===== src/rtl/uart_pkg.sv =====
// Shared UART definitions: frame size, receiver FSM states and parity-mode constants.
package uart_pkg;

  localparam int unsigned DATA_BITS = 8;

  localparam bit ParityEven = 1'b0;
  localparam bit ParityOdd  = 1'b1;

  typedef enum logic [2:0] {
    StIdle,
    StStart,
    StData,
    StParity,
    StStop,
    StBreak
  } uart_rx_state_t;

endpackage


===== src/rtl/uart_bit_timer.sv =====
// Loadable bit-period down-counter; expire strobes in the last cycle of a loaded interval.
module uart_bit_timer #(
  parameter int unsigned CLKS_PER_BIT = 1,
  parameter int unsigned W            = $clog2(CLKS_PER_BIT + 1)
) (
  input  logic         clk,
  input  logic         reset,
  input  logic         load,
  input  logic [W-1:0] load_val,
  output logic         expire
);

  logic [W-1:0] count_q;

  always_ff @(posedge clk or posedge reset) begin
    if (reset) begin
      count_q <= '0;
    end else if (load) begin
      count_q <= load_val;
    end else if (count_q != '0) begin
      count_q <= count_q - 1'b1;
    end
  end

  // Loading L makes expire fire exactly L edges later.
  assign expire = (count_q == W'(1));

endmodule


===== src/rtl/uart_receiver.sv =====
// UART receive stage: start/data/parity/stop framing with a valid/ready byte output.
module uart_receiver
  import uart_pkg::*;
#(
  parameter int unsigned CLKS_PER_BIT = 1,
  parameter bit          PARITY_ODD   = ParityEven
) (
  input  logic                 clk,
  input  logic                 reset,
  input  logic                 rx,
  output logic [DATA_BITS-1:0] data_out,
  output logic                 data_valid,
  input  logic                 data_ready,
  output logic                 parity_err,
  output logic                 frame_err,
  output logic                 overrun,
  output logic                 busy
);

  localparam int unsigned    TW         = $clog2(CLKS_PER_BIT + 1);
  localparam logic [TW-1:0]  FullBit    = TW'(CLKS_PER_BIT);
  localparam logic [TW-1:0]  HalfBit    = TW'(CLKS_PER_BIT / 2);
  localparam bit             ConfirmNow = (CLKS_PER_BIT / 2) == 0;

  uart_rx_state_t       state_q, state_d;
  logic [DATA_BITS-1:0] shift_q, shift_d;
  logic [2:0]           idx_q, idx_d;
  logic                 par_q, par_d;
  logic                 perr_q, perr_d;
  logic                 tmr_load;
  logic [TW-1:0]        tmr_val;
  logic                 tmr_expire;
  logic                 complete;
  logic                 stop_bad;

  uart_bit_timer #(
    .CLKS_PER_BIT(CLKS_PER_BIT),
    .W           (TW)
  ) u_timer (
    .clk     (clk),
    .reset   (reset),
    .load    (tmr_load),
    .load_val(tmr_val),
    .expire  (tmr_expire)
  );

  always_comb begin
    state_d  = state_q;
    shift_d  = shift_q;
    idx_d    = idx_q;
    par_d    = par_q;
    perr_d   = perr_q;
    tmr_load = 1'b0;
    tmr_val  = FullBit;
    complete = 1'b0;
    stop_bad = 1'b0;
    unique case (state_q)
      StIdle: begin
        if (!rx) begin
          idx_d    = '0;
          par_d    = 1'b0;
          tmr_load = 1'b1;
          // A half-bit of zero means the detect sample is already the centre sample.
          if (ConfirmNow) begin
            state_d = StData;
          end else begin
            state_d = StStart;
            tmr_val = HalfBit;
          end
        end
      end
      StStart: begin
        if (tmr_expire) begin
          if (!rx) begin
            state_d  = StData;
            tmr_load = 1'b1;
          end else begin
            state_d = StIdle;
          end
        end
      end
      StData: begin
        if (tmr_expire) begin
          shift_d  = {rx, shift_q[DATA_BITS-1:1]};
          par_d    = par_q ^ rx;
          idx_d    = idx_q + 3'd1;
          tmr_load = 1'b1;
          if (idx_q == 3'd7) state_d = StParity;
        end
      end
      StParity: begin
        if (tmr_expire) begin
          perr_d   = par_q ^ rx ^ PARITY_ODD;
          tmr_load = 1'b1;
          state_d  = StStop;
        end
      end
      StStop: begin
        if (tmr_expire) begin
          complete = 1'b1;
          stop_bad = ~rx;
          state_d  = rx ? StIdle : StBreak;
        end
      end
      StBreak: begin
        if (rx) state_d = StIdle;
      end
      default: state_d = StIdle;
    endcase
  end

  always_ff @(posedge clk or posedge reset) begin
    if (reset) begin
      state_q <= StIdle;
      shift_q <= '0;
      idx_q   <= '0;
      par_q   <= 1'b0;
      perr_q  <= 1'b0;
    end else begin
      state_q <= state_d;
      shift_q <= shift_d;
      idx_q   <= idx_d;
      par_q   <= par_d;
      perr_q  <= perr_d;
    end
  end

  always_ff @(posedge clk or posedge reset) begin
    if (reset) begin
      data_out   <= '0;
      data_valid <= 1'b0;
      parity_err <= 1'b0;
      frame_err  <= 1'b0;
      overrun    <= 1'b0;
    end else begin
      overrun <= 1'b0;
      if (complete) begin
        if (!data_valid || data_ready) begin
          data_out   <= shift_q;
          parity_err <= perr_q;
          frame_err  <= stop_bad;
          data_valid <= 1'b1;
        end else begin
          overrun <= 1'b1;
        end
      end else if (data_valid && data_ready) begin
        data_valid <= 1'b0;
        parity_err <= 1'b0;
        frame_err  <= 1'b0;
      end
    end
  end

  assign busy = (state_q != StIdle);

endmodule


===== config.mk =====
export PLATFORM = sky130hd
export DESIGN_NAME = uart_receiver
export DESIGN_NICKNAME = d
export VERILOG_FILES = /design/src/rtl/uart_pkg.sv /design/src/rtl/uart_bit_timer.sv /design/src/rtl/uart_receiver.sv
export SDC_FILE = /design/constraint.sdc
export NUM_CORES = 1
export LEC_CHECK = 0
export BUFFER_PORTS_ARGS = -buffer_cell sky130_fd_sc_hd__buf_2
export CAP_MARGIN = 10
export CORE_ASPECT_RATIO = 0.9
export CORE_MARGIN = 1
export CORE_UTILIZATION = 50
export CTS_CLUSTER_DIAMETER = 60
export CTS_CLUSTER_SIZE = 14
export DETAILED_ROUTE_END_ITERATION = 7
export GPL_TIMING_DRIVEN = 0
export PLACE_DENSITY = 0.75
export SLEW_MARGIN = 20
export SYNTH_ARGS = -nofsm -noshare
export SYNTH_HDL_FRONTEND = slang
export SYNTH_SLANG_ARGS = --single-unit
export TNS_END_PERCENT = 50

===== constraint.sdc =====
create_clock -name clk -period 1.2 [get_ports clk]
set_input_delay 0.36 -clock clk [delete_from_list [all_inputs] [get_ports clk]]
set_output_delay 0.36 -clock clk [all_outputs]
set_load 0.05 [all_outputs]

==> results.json, run 1 <==
{
  "outcome": "finished with violations",
  "violations": "negative setup slack",
  "cap_violations": 0,
  "routed_wl_mm": 2.896,
  "dieArea_um2": 2772,
  "grt_overflow_total": 0,
  "placementRows": 17,
  "worstSetupEndpointType": "output port",
  "drt_drc_violations_left": 0,
  "slew_headroom": 0.6057,
  "worstSetupPathType": "reg2out",
  "vias": 943,
  "synth_seq_cells": 29,
  "clk_latency_ns": 0.34,
  "wire_per_inst_um": 17.34,
  "grt_max_degree": 30,
  "final_cells": 167,
  "dp.cells": 146,
  "antennaDiodeCount": 0,
  "drv_slew": 0,
  "intPower_mw": 3.087,
  "path_clk_slew_ns": 0.09,
  "viasPerCell": 5.647,
  "io_buffers": 16,
  "start_util": 0.5243,
  "dr.pass1.iters": 4,
  "syn_inst": 102,
  "grtUsageTotal": 0.2269,
  "fin_tns_setup_ns": -6.901,
  "multi_input_area_um2": 618.1,
  "final_nets": 144,
  "seqPwrFrac": 0.340,
  "ys_seq_area_frac": 0.5659,
  "clkPwrFrac": 0.176,
  "die_y_um": 50.05,
  "power_frac_comb": 0.485,
  "pwr_density_cell_nw_per_um2": 2617,
  "worstMarginPinSlew_ns": 0.5906,
  "synth_cell_types": 32,
  "antenna_found_initial": 0,
  "switchingPower_mw": 1.723,
  "fin_hold_ws_ns": 0.06839,
  "final.min_clock_period_ns": 1.750,
  "cts_htree_levels": 2,
  "yosysWarnings": 0,
  "dp_hpwl_mm": 1.506,
  "hold_class": "in2async",
  "syn_avg_cell_area_um2": 12.57,
  "clockBufferDepth": 2,
  "syn2layout_area_growth_pct": 43.32,
  "seq_area_um2": 728.2,
  "clock_sinks": 29,
  "setup_slack_ns": -0.5502,
  "fin_skew_ns": 0.01103,
  "drtAntennaViolNets": 0,
  "power_mw": 4.810,
  "gp_congestion": 0.7866,
  "finalSetupViolCount": 39,
  "cts_tree": "done",
  "hold_viol": 0,
  "ios": 17,
  "start_kind": "register",
  "cp_max_fo": 8,
  "ir_drop_v": 0.001994,
  "required_ns": 0.84,
  "grt_pass1_vias": 953,
  "syn_nets": 108,
  "p_leak_nw": 0.9168,
  "clockRootBuffer": "clkbuf_4",
  "drive_above_1_share": 0.5396,
  "core-area_um2": 2446,
  "drt_iter0_drc": 18,
  "netSwitchingFraction": 0.3582,
  "cts_buffers": 5,
  "fp.dieW_um": 55.39,
  "fmaxAchievable_ghz": 0.5714,
  "critPathArrivalTime_ns": 1.39,
  "syn_area_um2": 1282,
  "grt_pass1_wl_mm": 4.471,
  "rsz0062_at_grt": "yes",
  "period_share": 1.458,
  "nFillCells": 145
}
cells by family after synthesis:
kind of cell    share of synthesized area
simple gates                       0.1220
compound gates                     0.1151
mux                                0.1405
fa+ha+maj                         0.01951
buf+inv                           0.03708
flops                              0.5659
Yosys cell counts (all sizes together):
cell type | number | area [um2]
a21o | 1 | 7.510
a21oi | 2 | 10.01
a22o | 3 | 26.28
a31oi | 2 | 12.51
and4b | 1 | 10.01
and4bb | 1 | 12.51
buf | 3 | 17.52
clkbuf | 1 | 3.750
dfrtp | 29 | 725.7
ha | 2 | 25.02
inv | 7 | 26.28
mux2 | 16 | 180.2
nand2 | 5 | 23.77
nand2b | 1 | 6.260
nand4b | 1 | 8.760
nor2 | 6 | 22.52
nor2b | 3 | 18.77
nor3 | 2 | 21.27
nor4b | 1 | 8.760
o21a | 1 | 7.510
o21ai | 3 | 15.01
o221a | 1 | 11.26
o22ai | 1 | 6.260
o2bb2ai | 4 | 35.03
o31ai | 1 | 7.510
o41ai | 1 | 8.760
or2 | 1 | 6.260
or3 | 1 | 6.260
or4 | 1 | 11.26
power groups by stage:
stage | sequential (mW) | clock, mW | combinational, mW
global route | 1.67 | 0.883 | 2.50
finish | 1.63 | 0.845 | 2.33
floorplan | 1.80 | 0 | 1.06
global placement | 1.57 | 0 | 1.54
CTS | 1.58 | 0.853 | 2.06
detailed placement | 1.59 | 0 | 1.59
final cells by class:
cell class	count	share of cell area
timing repair buffer	30	0.1763
inverter	7	0.01430
tap	28	0.01906
buffer	3	0.01157
sequential	29	0.3962
clock inverter	1	0.01634
clock buffer	7	0.02995
multi-input combinational	62	0.3363
registers in the layout (all words and copies together) (netlist names):
register        flops
overrun             1
parity_err          1
perr_q              1
frame_err           1
idx_q               3
data_out            8
shift_q             8
u_timer.expire      1
data_valid          1
state_q             3
par_q               1
worst max-delay path: stages (launching register included):
cell	delay [ns]
dfrtp_2	0.47
or3_4	0.42
buf_8	0.16
path summary, 6_finish.rpt:
| check | depth (start not counted) | slack [ns] | endpoint | from |
|---|---|---|---|---|
| worst max register to register | 6 | -0.36 | data_out[0] | state_q[2] |
| worst min-delay path | 2 | 0.07 | data_out[1] | reset |
| min in group clk | 2 | 0.32 | frame_err | rx |
| worst max-delay path | 2 | -0.55 | busy | state_q[1] |
| max in group asynchronous | 2 | 0.70 | state_q[1] | reset |
| worst min register to register | 1 | 0.51 | data_out[0] | shift_q[0] |
cell usage in the layout, fill, tap and decap left out, types with 5 or more instances in the layout:
| master | n |
|---|---|
| dfrtp_1 | 27 |
| buf_6 | 16 |
| mux2_4 | 16 |
| buf_4 | 6 |
| inv_1 | 5 |
| buf_2 | 5 |
| nor2_1 | 5 |
| clkbuf_4 | 5 |
layer usage:
metal,routed length (um),GRT usage
met1,1181,0.2526
met2,1545,0.3735
met3,93,0.07874
met4,76,0.1417
met5,0,0
stage by stage:
step / utilization / setup WS (ns) / instance area, um2
global placement: 0.5898 / -0.3007 / 1443
detailed placement: 0.5898 / -0.2907 / 1443
floorplan: - / -0.1476 / 1328
finish: 0.7514 / -0.5502 / 1838
CTS: 0.7289 / -0.5246 / 1783
global route: 0.7514 / -0.5770 / 1838
what timing repair did:
action / 4_1_cts / 5_1_grt
gates resized for setup: 41 / 15
endpoints found under the setup margin: 40 / 40
hold buffers: 0 / 0
setup buffers: 12 / 1
gates cloned: 0 / 1
pin swaps: 4 / 3
(Power assumes the default switching activity.)
==> run 2, diff against run 1 <==
ABC_AREA = 1   (was not set)
==> results.json, run 2 <==
{
  "clk_latency_ns": 0.32,
  "grt_pass1_wl_mm": 4.878,
  "grtUsageTotal": 0.2313,
  "start_util": 0.5344,
  "drive_above_1_share": 0.4839,
  "setup_slack_ns": -0.2910,
  "synth_edf_count": 0,
  "slew_headroom": 0.6060,
  "seq_area_um2": 730.7,
  "dieArea_um2": 2871,
  "required_ns": 1.41,
  "grt_overflow_total": 0,
  "syn_nets": 148,
  "critPathArrivalTime_ns": 1.70,
  "synth.most_common_cell": "nand2_1",
  "ys.flop_type": "dfrtp_1",
  "mostFrequentLayoutCell": "nand2_1",
  "final_cell_mix": "nand2_1 (31), dfrtp_1 (25), buf_6 (19)",
  "cts_tree": "done",
  "rsz0062_at_grt": "yes",
  "synthSimpleGateAreaFrac": 0.2427,
  "clkPwrFrac": 0.126,
  "worstSetupEndpointType": "register",
  "grt_pass1_vias": 1109,
  "vias": 1132,
  "netSwitchingFraction": 0.4458,
  "dp_hpwl_mm": 1.698,
  "drt_drc_violations_left": 0,
  "drt_iter0_drc": 28,
  "nFillCells": 169,
  "fin_hold_ws_ns": 0.09022,
  "cts_buffers": 5,
  "crit_slowest_cell": "dfrtp_2",
  "p_leak_nw": 0.9299,
  "cp_max_fo": 5,
  "ys_seq_area_frac": 0.5456,
  "synth_compound_area_frac": 0.1176,
  "ir_drop_v": 0.001685,
  "power_mw": 4.756,
  "cp-startpoint": "state_q[0]",
  "cap_violations": 0,
  "switchingPower_mw": 2.120,
  "critPathMaxStageDelay_ns": 0.45,
  "intPower_mw": 2.636,
  "syn_avg_cell_area_um2": 9.366,
  "worstSetupPathType": "reg2reg",
  "cp_cell_sequence": "nor2_4 -> buf_4 -> buf_6 -> nand2_4 -> nor2_4 -> nand2_4 -> buf_6 -> nand2_2 -> o21ai_2",
  "power_frac_comb": 0.556,
  "synth_top_area_cell": "dfrtp_1",
  "fp.dieW_um": 56.37,
  "cp_top_family": "simple AND/OR/NAND/NOR gates",
  "setup.worst_path.end": "data_out[4]",
  "final.min_clock_period_ns": 1.491,
  "synth_seq_cells": 29,
  "drtAntennaViolNets": 0,
  "synth.area.top_cells": "dfrtp_1 (55%), nand2_1 (12%), o21ai_2 (5.3%)",
  "synthAdderAreaFrac": 0.01881,
  "grt_max_degree": 30,
  "critPathBufInv": 3,
  "worstMarginPinSlew_ns": 0.5901,
  "fin_util": 0.7617,
  "fmaxAchievable_ghz": 0.6707,
  "hold_class": "in2async",
  "violations": "negative setup slack",
  "gp_congestion": 0.7881,
  "reg2reg_slack_ns": -0.29,
  "syn_area_um2": 1330,
  "seqPwrFrac": 0.318,
  "r2r-end": "data_out[4]",
  "outcome": "finished with violations",
  "placementRows": 17,
  "path_clk_slew_ns": 0.09,
  "finalSetupViolCount": 40,
  "hold_viol": 0,
  "final_nets": 192,
  "r2r-start": "state_q[0]",
  "async_reset_ff_frac": 1.000,
  "reg_top3": "data_out: 8 flops, shift_q: 8 flops",
  "fin_skew_ns": 0.009376,
  "clockBufferDepth": 2,
  "post-place-ws_ns": -0.2417,
  "syn_inst": 142,
  "dr.pass1.iters": 4,
  "yosysWarnings": 0,
  "syn2layout_area_growth_pct": 42.52,
  "synth_xor_area_frac": 0.006585,
  "synthMuxAreaShare": 0,
  "synth_top_family_by_area": "simple AND/OR/NAND/NOR gates",
  "cts_htree_levels": 2,
  "antenna_found_initial": 0,
  "die_y_um": 50.93,
  "clockRootBuffer": "clkbuf_4",
  "hold_buffers": 0,
  "routed_wl_mm": 3.143,
  "ios": 17,
  "period_share": 1.242,
  "drv_slew": 0,
  "core-area_um2": 2489,
  "yosys-top-cells-count": "nand2_1 (41), dfrtp_1 (29), inv_1 (14)",
  "yosys.area.top_type_share": 0.5456,
  "multi_input_area_um2": 610.6,
  "antennaDiodeCount": 0,
  "wire_per_inst_um": 14.69,
  "path_depth": 9,
  "clock_sinks": 29,
  "pwr_density_cell_nw_per_um2": 2509,
  "viasPerCell": 5.290,
  "rr_worst_depth": 9,
  "synth_cell_types": 22,
  "start_kind": "register",
  "io_buffers": 15
}
[run 2: worst min path at each step]
stage          slack [ns]           to  cells after the start
3_3_place_gp         0.46  data_out[4]                      2
4_1_cts              0.33  data_out[1]                      2
3_5_place_dp         0.47  data_out[0]                      2
2_1_floorplan        0.44  data_out[0]                      1
5_1_grt              0.14   parity_err                      2
6_report             0.09  data_out[1]                      2
[run 2: timing repair]
| item | in CTS | in global routing |
|---|---|---|
| gates resized for setup | 44 | 18 |
| buffers inserted | 14 | 6 |
| hold endpoints to repair | 0 | 0 |
| pin swaps | 5 | 7 |
| cloned | 2 | 1 |
| endpoints found under the setup margin | 39 | 41 |
[run 2: cell type report]
| cell class | instances | share of cell area |
|---|---|---|
| multi-input combinational | 95 | 0.3221 |
| timing repair buffer | 37 | 0.1908 |
| inverter | 14 | 0.02904 |
| buffer | 4 | 0.02508 |
| clock buffer | 7 | 0.02904 |
| tap | 28 | 0.01848 |
| sequential | 29 | 0.3855 |
[run 2: kinds of logic after synthesis]
family | count (synthesis)
xor gates and xnor gates | 1
and+or+nand+nor | 67
buffers and inverters | 18
AOI/OAI and AO/OA | 25
DFF | 29
adders and majority gates | 2
[run 2: per-layer routing]
layer  part of all wire  vias to the layer above  track usage
met5                  0                        -            0
met4             0.0038                        0      0.07724
met3              0.040                        2      0.07595
met2               0.50                       28       0.3889
met1               0.45                      556       0.2836
li1                   -                      546            -
[run 2: power groups by stage]
stage,clock network (mW),logic [mW],registers (mW)
final,0.599,2.65,1.51
after global placement,0,1.72,1.50
after floorplan,0,1.06,1.87
after detailed placement,0,1.76,1.52
after CTS,0.597,2.38,1.49
after global routing,0.646,2.83,1.54
[run 2: per-stage QoR]
stage	cells	setup TNS (ns)	area [um2]
2_1_floorplan	142	-0.06945	1354
4_1_cts	208	-4.579	1773
6_report	214	-6.056	1896
5_1_grt	214	-8.076	1896
3_5_place_dp	185	-7.577	1464
3_3_place_gp	185	-5.863	1464
==> run 3, diff against run 2 <==
GPL_ROUTABILITY_DRIVEN = 1   (was not set)
SKIP_LAST_GASP = 1   (was not set)
==> results.json, run 3 (synthesized netlist as in run 2, its figures left out) <==
{
  "outcome": "finished with violations",
  "violations": "negative setup slack",
  "intPower_mw": 2.541,
  "clock_sinks": 29,
  "period_share": 1.233,
  "clockBufferDepth": 2,
  "final_nets": 190,
  "wire_per_inst_um": 14.22,
  "worstSetupEndpointType": "register",
  "met1_usage": 0.2802,
  "gp_congestion": 0.7881,
  "syn2layout_area_growth_pct": 37.44,
  "hold_buffers": 0,
  "vias": 1116,
  "final.min_clock_period_ns": 1.480,
  "mostFrequentLayoutCell": "nand2_1",
  "finalSetupViolCount": 41,
  "drtAntennaViolNets": 0,
  "cts_htree_levels": 2,
  "drt_iter0_drc": 35,
  "power_frac_comb": 0.551,
  "netSwitchingFraction": 0.4526,
  "grtUsageTotal": 0.2235,
  "antenna_found_initial": 0,
  "critPathArrivalTime_ns": 1.69,
  "hold_class": "in2async",
  "rsz0062_at_grt": "yes",
  "cap_violations": 0,
  "final_cell_mix": "nand2_1 (30), dfrtp_1 (25), buf_4 (15)",
  "reg_top3": "data_out: 8 flops, shift_q: 8 flops",
  "slew_headroom": 0.6031,
  "grt_busiest_layer": "met2",
  "fin_util": 0.7345,
  "clk_latency_ns": 0.32,
  "ios": 17,
  "r2r-start": "state_q[0]",
  "grt_overflow_total": 0,
  "dieArea_um2": 2871,
  "grt_pass1_wl_mm": 4.719,
  "fin_tns_setup_ns": -6.250,
  "dp_hpwl_mm": 1.698,
  "fmaxAchievable_ghz": 0.6758,
  "seqPwrFrac": 0.320,
  "worstSetupPathType": "reg2reg",
  "drt_drc_violations_left": 0,
  "required_ns": 1.41,
  "grt_pass1_vias": 1052,
  "start_util": 0.5344,
  "fp.dieW_um": 56.37,
  "grt_use_met3": 0.07848,
  "placementRows": 17,
  "core-area_um2": 2489,
  "fin_skew_ns": 0.01088,
  "drive_above_1_share": 0.4783,
  "worstMarginPinSlew_ns": 0.5945,
  "grt_max_degree": 30,
  "fin_hold_ws_ns": 0.09906,
  "cp_max_fo": 5,
  "path_clk_slew_ns": 0.09,
  "cts_tree": "done",
  "drv_slew": 0,
  "switchingPower_mw": 2.101,
  "io_buffers": 15,
  "p_leak_nw": 0.9054,
  "start_kind": "register",
  "cp-startpoint": "state_q[0]",
  "clockRootBuffer": "clkbuf_4",
  "dr.pass1.iters": 4,
  "hold_viol": 0,
  "antennaDiodeCount": 0,
  "setup_slack_ns": -0.2797,
  "place_area_um2": 1464,
  "pwr_density_cell_nw_per_um2": 2540,
  "viasPerCell": 5.264,
  "die_y_um": 50.93,
  "cts_buffers": 5,
  "routed_wl_mm": 3.015,
  "use_met2": 0.3671,
  "stdcell_area_um2": 1828,
  "clkPwrFrac": 0.128,
  "ir_drop_v": 0.001940
}
==> run 3: changes by cell type in the layout (fill, tap and decap cells not counted) <==
cell / before / now
nand2_2: 9 / 11
buf_6: 19 / 10
buf_4: 16 / 15
nor3_2: 1 / 0
buf_2: 3 / 11
nand2_8: 0 / 1
nor3_1: 0 / 1
nand2_1: 31 / 30
nand2_4: 4 / 2
==> run 3: per-layer routing <==
layer | share of wire | vias up
met4 | 0.0086 | 0
met2 | 0.50 | 37
met5 | 0 | -
met3 | 0.054 | 4
met1 | 0.44 | 533
li1 | - | 542
==> run 3: worst max-delay path, stage by stage, from the launching register on <==
cell and delay [ns]:
dfrtp_2 0.44, nor2_4 0.14, buf_4 0.13, buf_6 0.11
nand2_8 0.05, nor2_4 0.11, nand2_4 0.09, buf_6 0.15
nand2_1 0.08, o21ai_2 0.06
==> run 3: timing repair <==
action / in CTS / in global routing
pin swaps: 5 / 6
endpoints found under the setup margin: 39 / 41
gates resized for setup: 25 / 21
setup buffers: 14 / 4
gates cloned: 2 / 1
==> run 3: layout make-up <==
| cell class | instances | area (um2) |
|---|---|---|
| tap | 28 | 35.03 |
| buffer | 4 | 47.55 |
| clock buffer | 7 | 55.05 |
| multi-input combinational | 95 | 611.8 |
| inverter | 14 | 55.05 |
| sequential | 29 | 730.7 |
| fill | 178 | 660.6 |
| timing repair buffer | 35 | 292.8 |
==> run 3: power by group through the flow <==
stage                     Sequential [mW]  Clock [mW]  Combinational [mW]
final                                1.49       0.596                2.56
after global routing                 1.52       0.654                2.76
after CTS                            1.47       0.597                2.28
after detailed placement             1.52           0                1.76
after global placement               1.50           0                1.72
after floorplan                      1.87           0                1.06
==> run 3: worst paths after layout <==
kind / slack [ns] / end / depth (start not counted)
setup / recovery: -0.28 / data_out[1] / 9
hold reg to reg: 0.48 / data_out[0] / 2
hold / removal: 0.1 / shift_q[1] / 2
min in group clk: 0.35 / frame_err / 2
max in group asynchronous: 0.68 / state_q[2] / 2
setup reg to reg: -0.28 / data_out[1] / 9
==> run 3: through the flow <==
stage                     power (mW)  setup WS [ns]  cells
after floorplan                2.923       -0.01962    142
after CTS                      4.345        -0.2669    208
after detailed placement       3.283        -0.2417    185
final                          4.642        -0.2797    212
after global routing           4.931        -0.3379    212
after global placement         3.219        -0.2146    185
